<file path="src/rtl/mem_access_ctrl.sv">
`default_nettype none
// ============================================================================
// Module      : mem_access_ctrl
// Description : Load/store controller issuing one data-memory access per
//               request and returning a write-back response.
// Revision    : 1.0 - initial release
// ============================================================================
module mem_access_ctrl #(
  parameter int MEM_WORDS = 64,
  parameter int IDX_W     = 6,
  parameter int CNT_W     = 16
) (
  input  logic             clk,
  input  logic             rst_n,
  input  logic             req_valid,
  output logic             req_ready,
  input  logic             req_we,
  input  logic [31:0]      req_addr,
  input  logic [31:0]      req_wdata,
  input  logic [4:0]       req_rd,
  output logic [31:0]      mem_dataEN,
  output logic [IDX_W-1:0] mem_d,
  output logic             mem_write,
  output logic             mem_read,
  input  logic [31:0]      mem_data,
  output logic             rsp_valid,
  input  logic             rsp_ready,
  output logic [31:0]      rsp_rdata,
  output logic [4:0]       rsp_rd,
  output logic             rsp_wb,
  output logic             rsp_err,
  output logic [CNT_W-1:0] n_loads,
  output logic [CNT_W-1:0] n_stores
);

  localparam logic [1:0]  c_IDLE   = 2'd0;
  localparam logic [1:0]  c_ACCESS = 2'd1;
  localparam logic [1:0]  c_RESP   = 2'd2;
  localparam logic [31:0] c_BYTES  = 32'(4 * MEM_WORDS);

  logic [1:0] r_state;
  logic       w_req_fire;
  logic       w_err;

  // Held low while reset is asserted even though the state register is IDLE.
  assign req_ready  = rst_n && (r_state == c_IDLE);
  assign w_req_fire = req_valid && req_ready;
  assign w_err      = (req_addr[1:0] != 2'b00) || (req_addr >= c_BYTES);

  always_ff @(posedge clk) begin
    if (!rst_n) begin
      r_state    <= c_IDLE;
      mem_dataEN <= '0;
      mem_d      <= '0;
      mem_write  <= 1'b0;
      mem_read   <= 1'b0;
      rsp_valid  <= 1'b0;
      rsp_rdata  <= '0;
      rsp_rd     <= '0;
      rsp_wb     <= 1'b0;
      rsp_err    <= 1'b0;
      n_loads    <= '0;
      n_stores   <= '0;
    end else begin
      case (r_state)
        c_IDLE: begin
          if (w_req_fire) begin
            rsp_rd <= req_rd;
            if (w_err) begin
              r_state   <= c_RESP;
              rsp_valid <= 1'b1;
              rsp_err   <= 1'b1;
              rsp_wb    <= 1'b0;
              rsp_rdata <= '0;
            end else begin
              // Strobes are registered here so they are high for the ACCESS cycle.
              r_state    <= c_ACCESS;
              mem_d      <= req_addr[IDX_W+1:2];
              mem_dataEN <= req_wdata;
              mem_write  <= req_we;
              mem_read   <= !req_we;
            end
          end
        end
        c_ACCESS: begin
          r_state    <= c_RESP;
          mem_d      <= '0;
          mem_dataEN <= '0;
          mem_write  <= 1'b0;
          mem_read   <= 1'b0;
          rsp_valid  <= 1'b1;
          rsp_err    <= 1'b0;
          if (mem_read) begin
            rsp_rdata <= mem_data;
            rsp_wb    <= 1'b1;
            n_loads   <= n_loads + CNT_W'(1);
          end else begin
            rsp_rdata <= '0;
            rsp_wb    <= 1'b0;
            n_stores  <= n_stores + CNT_W'(1);
          end
        end
        c_RESP: begin
          if (rsp_ready) begin
            r_state   <= c_IDLE;
            rsp_valid <= 1'b0;
            rsp_rdata <= '0;
            rsp_rd    <= '0;
            rsp_wb    <= 1'b0;
            rsp_err   <= 1'b0;
          end
        end
        default: r_state <= c_IDLE;
      endcase
    end
  end

endmodule
`default_nettype wire
</file>
<file path="config.mk">
export PLATFORM = sky130hd
export DESIGN_NAME = mem_access_ctrl
export DESIGN_NICKNAME = d
export VERILOG_FILES = /design/src/rtl/mem_access_ctrl.sv
export SDC_FILE = /design/constraint.sdc
export NUM_CORES = 1
export LEC_CHECK = 0
export ABC_AREA = 1
export ABC_CLOCK_PERIOD_IN_PS = 2000
export CAP_MARGIN = 5
export CORE_ASPECT_RATIO = 0.6
export CORE_MARGIN = 2
export CORE_UTILIZATION = 44
export DETAILED_ROUTE_END_ITERATION = 7
export MAX_ROUTING_LAYER = met4
export PLACE_DENSITY = 0.93
export SYNTH_ARGS = -nofsm -noshare
export SYNTH_HDL_FRONTEND = slang
export SYNTH_SLANG_ARGS = --single-unit
</file>
<file path="constraint.sdc">
create_clock -name clk -period 2 [get_ports clk]
set_clock_uncertainty 0.15 [all_clocks]
set_input_delay 0.3 -clock clk [delete_from_list [all_inputs] [get_ports clk]]
set_output_delay 0.3 -clock clk [all_outputs]
set_load 0.02 [all_outputs]
</file>
==> results.sh <==
export IMPL_drt_wl_total_microns=16400
export IMPL_setup_viol=0
export IMPL_crit_chain="clkdlybuf4s50_1"
export IMPL_cts_buffers=17
export IMPL_grt_overflow=0
export IMPL_grtUsageMet2=0.395
export IMPL_post_place_ws_ps=-72.3
export IMPL_nFillCells=1030
export IMPL_yosysMostFrequentCell="nand2_1"
export IMPL_fin_area_sq_mm=0.00854
export IMPL_area_delta_synth_final_pct=54.2
export IMPL_final_util=0.702
export IMPL_dpl_instance_area_sq_mm=0.00792
export IMPL_drc=0
export IMPL_hold_violations=0
export IMPL_avgSynthCellArea_sq_um=6.46
export IMPL_core_area_sq_mm=0.0122
export IMPL_pwr_density_cell_mw_per_mm2=1220
export IMPL_wl_per_cell_microns=13.1
export IMPL_holdCritPathClass="in -> reg"
export IMPL_dp_hpwl_microns=11600
export IMPL_cts_root_buffer="clkbuf_16"
export IMPL_synth_edff_count=0
export IMPL_synth_ff_type="dfxtp_1"
export IMPL_ys_top_cells_by_count="nand2_1, nor2_1, dfxtp_1"
export IMPL_synth_top_area_cell="dfxtp_1"
export IMPL_slew_headroom=0.714
export IMPL_pin_count=219
export IMPL_required_ps=1550
export IMPL_drv_cap=0
export IMPL_yosys_warnings=0
export IMPL_clk_pin_slew_ps=50
export IMPL_cp_buffers_inverters=1
export IMPL_stdcell_count=1249
export IMPL_tightestPinTransition_ps=428
export IMPL_drv_slew=0
export IMPL_use_met3=0.0688
export IMPL_cp_slowest_cell="clkdlybuf4s50_1"
export IMPL_synth_cells=858
export IMPL_cts_tree="built"
export IMPL_via_per_inst=4.75
export IMPL_met1_usage=0.314
export IMPL_synthesis_nets=970
export IMPL_num_rows=31
export IMPL_grt_max_degree=41
export IMPL_critPathTopFamily="buffers and inverters"
export IMPL_grt_pass1_vias=5485
export IMPL_async_flop_share=0
export IMPL_synth_area_leaders="dfxtp_1, nand2_1, nor2_1"
export IMPL_ys_ff_latch=114
export IMPL_dieHeight_microns=90.9
export IMPL_netlist_area_leader_share=0.412
export IMPL_cts_sinks=114
export IMPL_cp_start_kind="register"
export IMPL_vias=5931
export IMPL_synth_cell_type_count=36
export IMPL_fin_nets=1184
export IMPL_drt_iter0_markers=326
export IMPL_status="completed"
export IMPL_finalCritPeriodShare=0.966
export IMPL_crit_path_end_kind="primary output"
export IMPL_grt_util_all_layers=0.249
export IMPL_fmax_mhz=517
export IMPL_peakVddDrop_uv=840
export IMPL_fin_ws_ps=67.4
export IMPL_place_gp_congestion=0.848
export IMPL_die_area_sq_mm=0.0135
export IMPL_crit_arrival_ps=1480
export IMPL_cp_slowest_stage_delay_ps=660
export IMPL_path_class="reg -> out"
export IMPL_grt_pass1_wl_microns=26600
export IMPL_multi_input_area_sq_mm=0.00265
export IMPL_ant_nets=0
export IMPL_clkLatencyLatePin_ps=390
export IMPL_cts_max_path_buffers=2
export IMPL_antenna_found_initial=0
export IMPL_path_max_fanout=5
export IMPL_post_route_min_period_ps=1930
export IMPL_seqCellArea_sq_mm=0.00228
export IMPL_initial_core_util=0.455
export IMPL_dp_cells=1218
export IMPL_cts_htree_levels=4
export IMPL_dr_pass1_iters=5
export IMPL_leakage_nw=3.70
export IMPL_drive_gt1_frac=0.0747
export IMPL_num_antenna_cells=0
export IMPL_p_total_w=0.0104
export IMPL_die_w_microns=149
export IMPL_synth_area_sq_mm=0.00554
export IMPL_ys_seq_area_frac=0.412
export IMPL_grt_busiest_layer="met2"
export IMPL_port_buffers=218
area by class of cell:
| class | instances | share of cell area |
|---|---|---|
| Tap cell | 165 | 0.0242 |
| Timing Repair Buffer | 240 | 0.280 |
| Inverter | 114 | 0.0504 |
| Sequential cell | 114 | 0.267 |
| Clock buffer | 21 | 0.0551 |
| Clock inverter | 10 | 0.0127 |
| Multi-Input combinational cell | 585 | 0.310 |
cells in the final DEF (no fill, tap or decap), drive strengths merged, types with 2 or more instances in the layout:
master	instances
nor3b	2
dfxtp	114
buf	23
ha	6
a21oi	64
nand3	56
bufinv	2
clkdlybuf4s50	215
nand4	9
nand2	226
o21ai	14
clkinv	6
clkbuf	22
a211oi	2
nor2	192
inv	114
nor3	5
clkinvlp	2
state kept, by name, indices dropped and copies added, names as in the netlist:
register    count
n_loads        16
mem_write       1
rsp_valid       1
mem_read        1
mem_d           6
mem_dataEN     32
rsp_rdata      32
n_stores       16
rsp_err         1
r_state         2
rsp_wb          1
rsp_rd          5
report_power, final:
part | switching (W) | internal [W]
combinational | 0.00256 | 0.00184
clock | 0.00101 | 0.00191
sequential | 0.000298 | 0.00276
per-layer routing:
layer  part of all wire  vias up
li1                   -     3052
met1               0.45     2634
met2               0.45      219
met3              0.085       26
met4              0.014        0
met5                  0        -
cell families (layout without fill, tap and decap cells):
| logic type | count (synthesis) | in the layout | synth area share |
|---|---|---|---|
| AOI/OAI and AO/OA | 84 | 84 | 0.0788 |
| xor gates and xnor gates | 1 | 1 | 0.00158 |
| adders and majority gates | 6 | 6 | 0.0135 |
| buffers and inverters | 159 | 385 | 0.118 |
| DFF | 114 | 114 | 0.412 |
| and+or+nand+nor | 494 | 494 | 0.377 |
repair_timing:
item	CTS	global route
endpoints found under the setup margin	8	17
pin swaps	0	1
hold buffers	0	0
resized for setup	4	13
setup buffers	0	0
cloned	0	0
endpoints found under the hold margin	0	0
through the flow:
step / hold slack, ps / setup TNS (ps)
floorplan: 322 / 0
global placement: 298 / -5.10
detailed placement: 305 / -2320
CTS: 54.6 / -17.1
global route: 71.7 / -2.72
finish: 71.0 / 0
worst paths after layout:
check	start	end	slack [ps]	depth (start not counted)
max	mem_read	mem_read	70	1
min	rst_n	n_loads[1]	70	3
max reg2reg	r_state[1]	n_loads[14]	140	11
min reg2reg	rsp_rdata[1]	rsp_rdata[1]	310	2
Note: power is estimated with default switching activity, not from simulation.
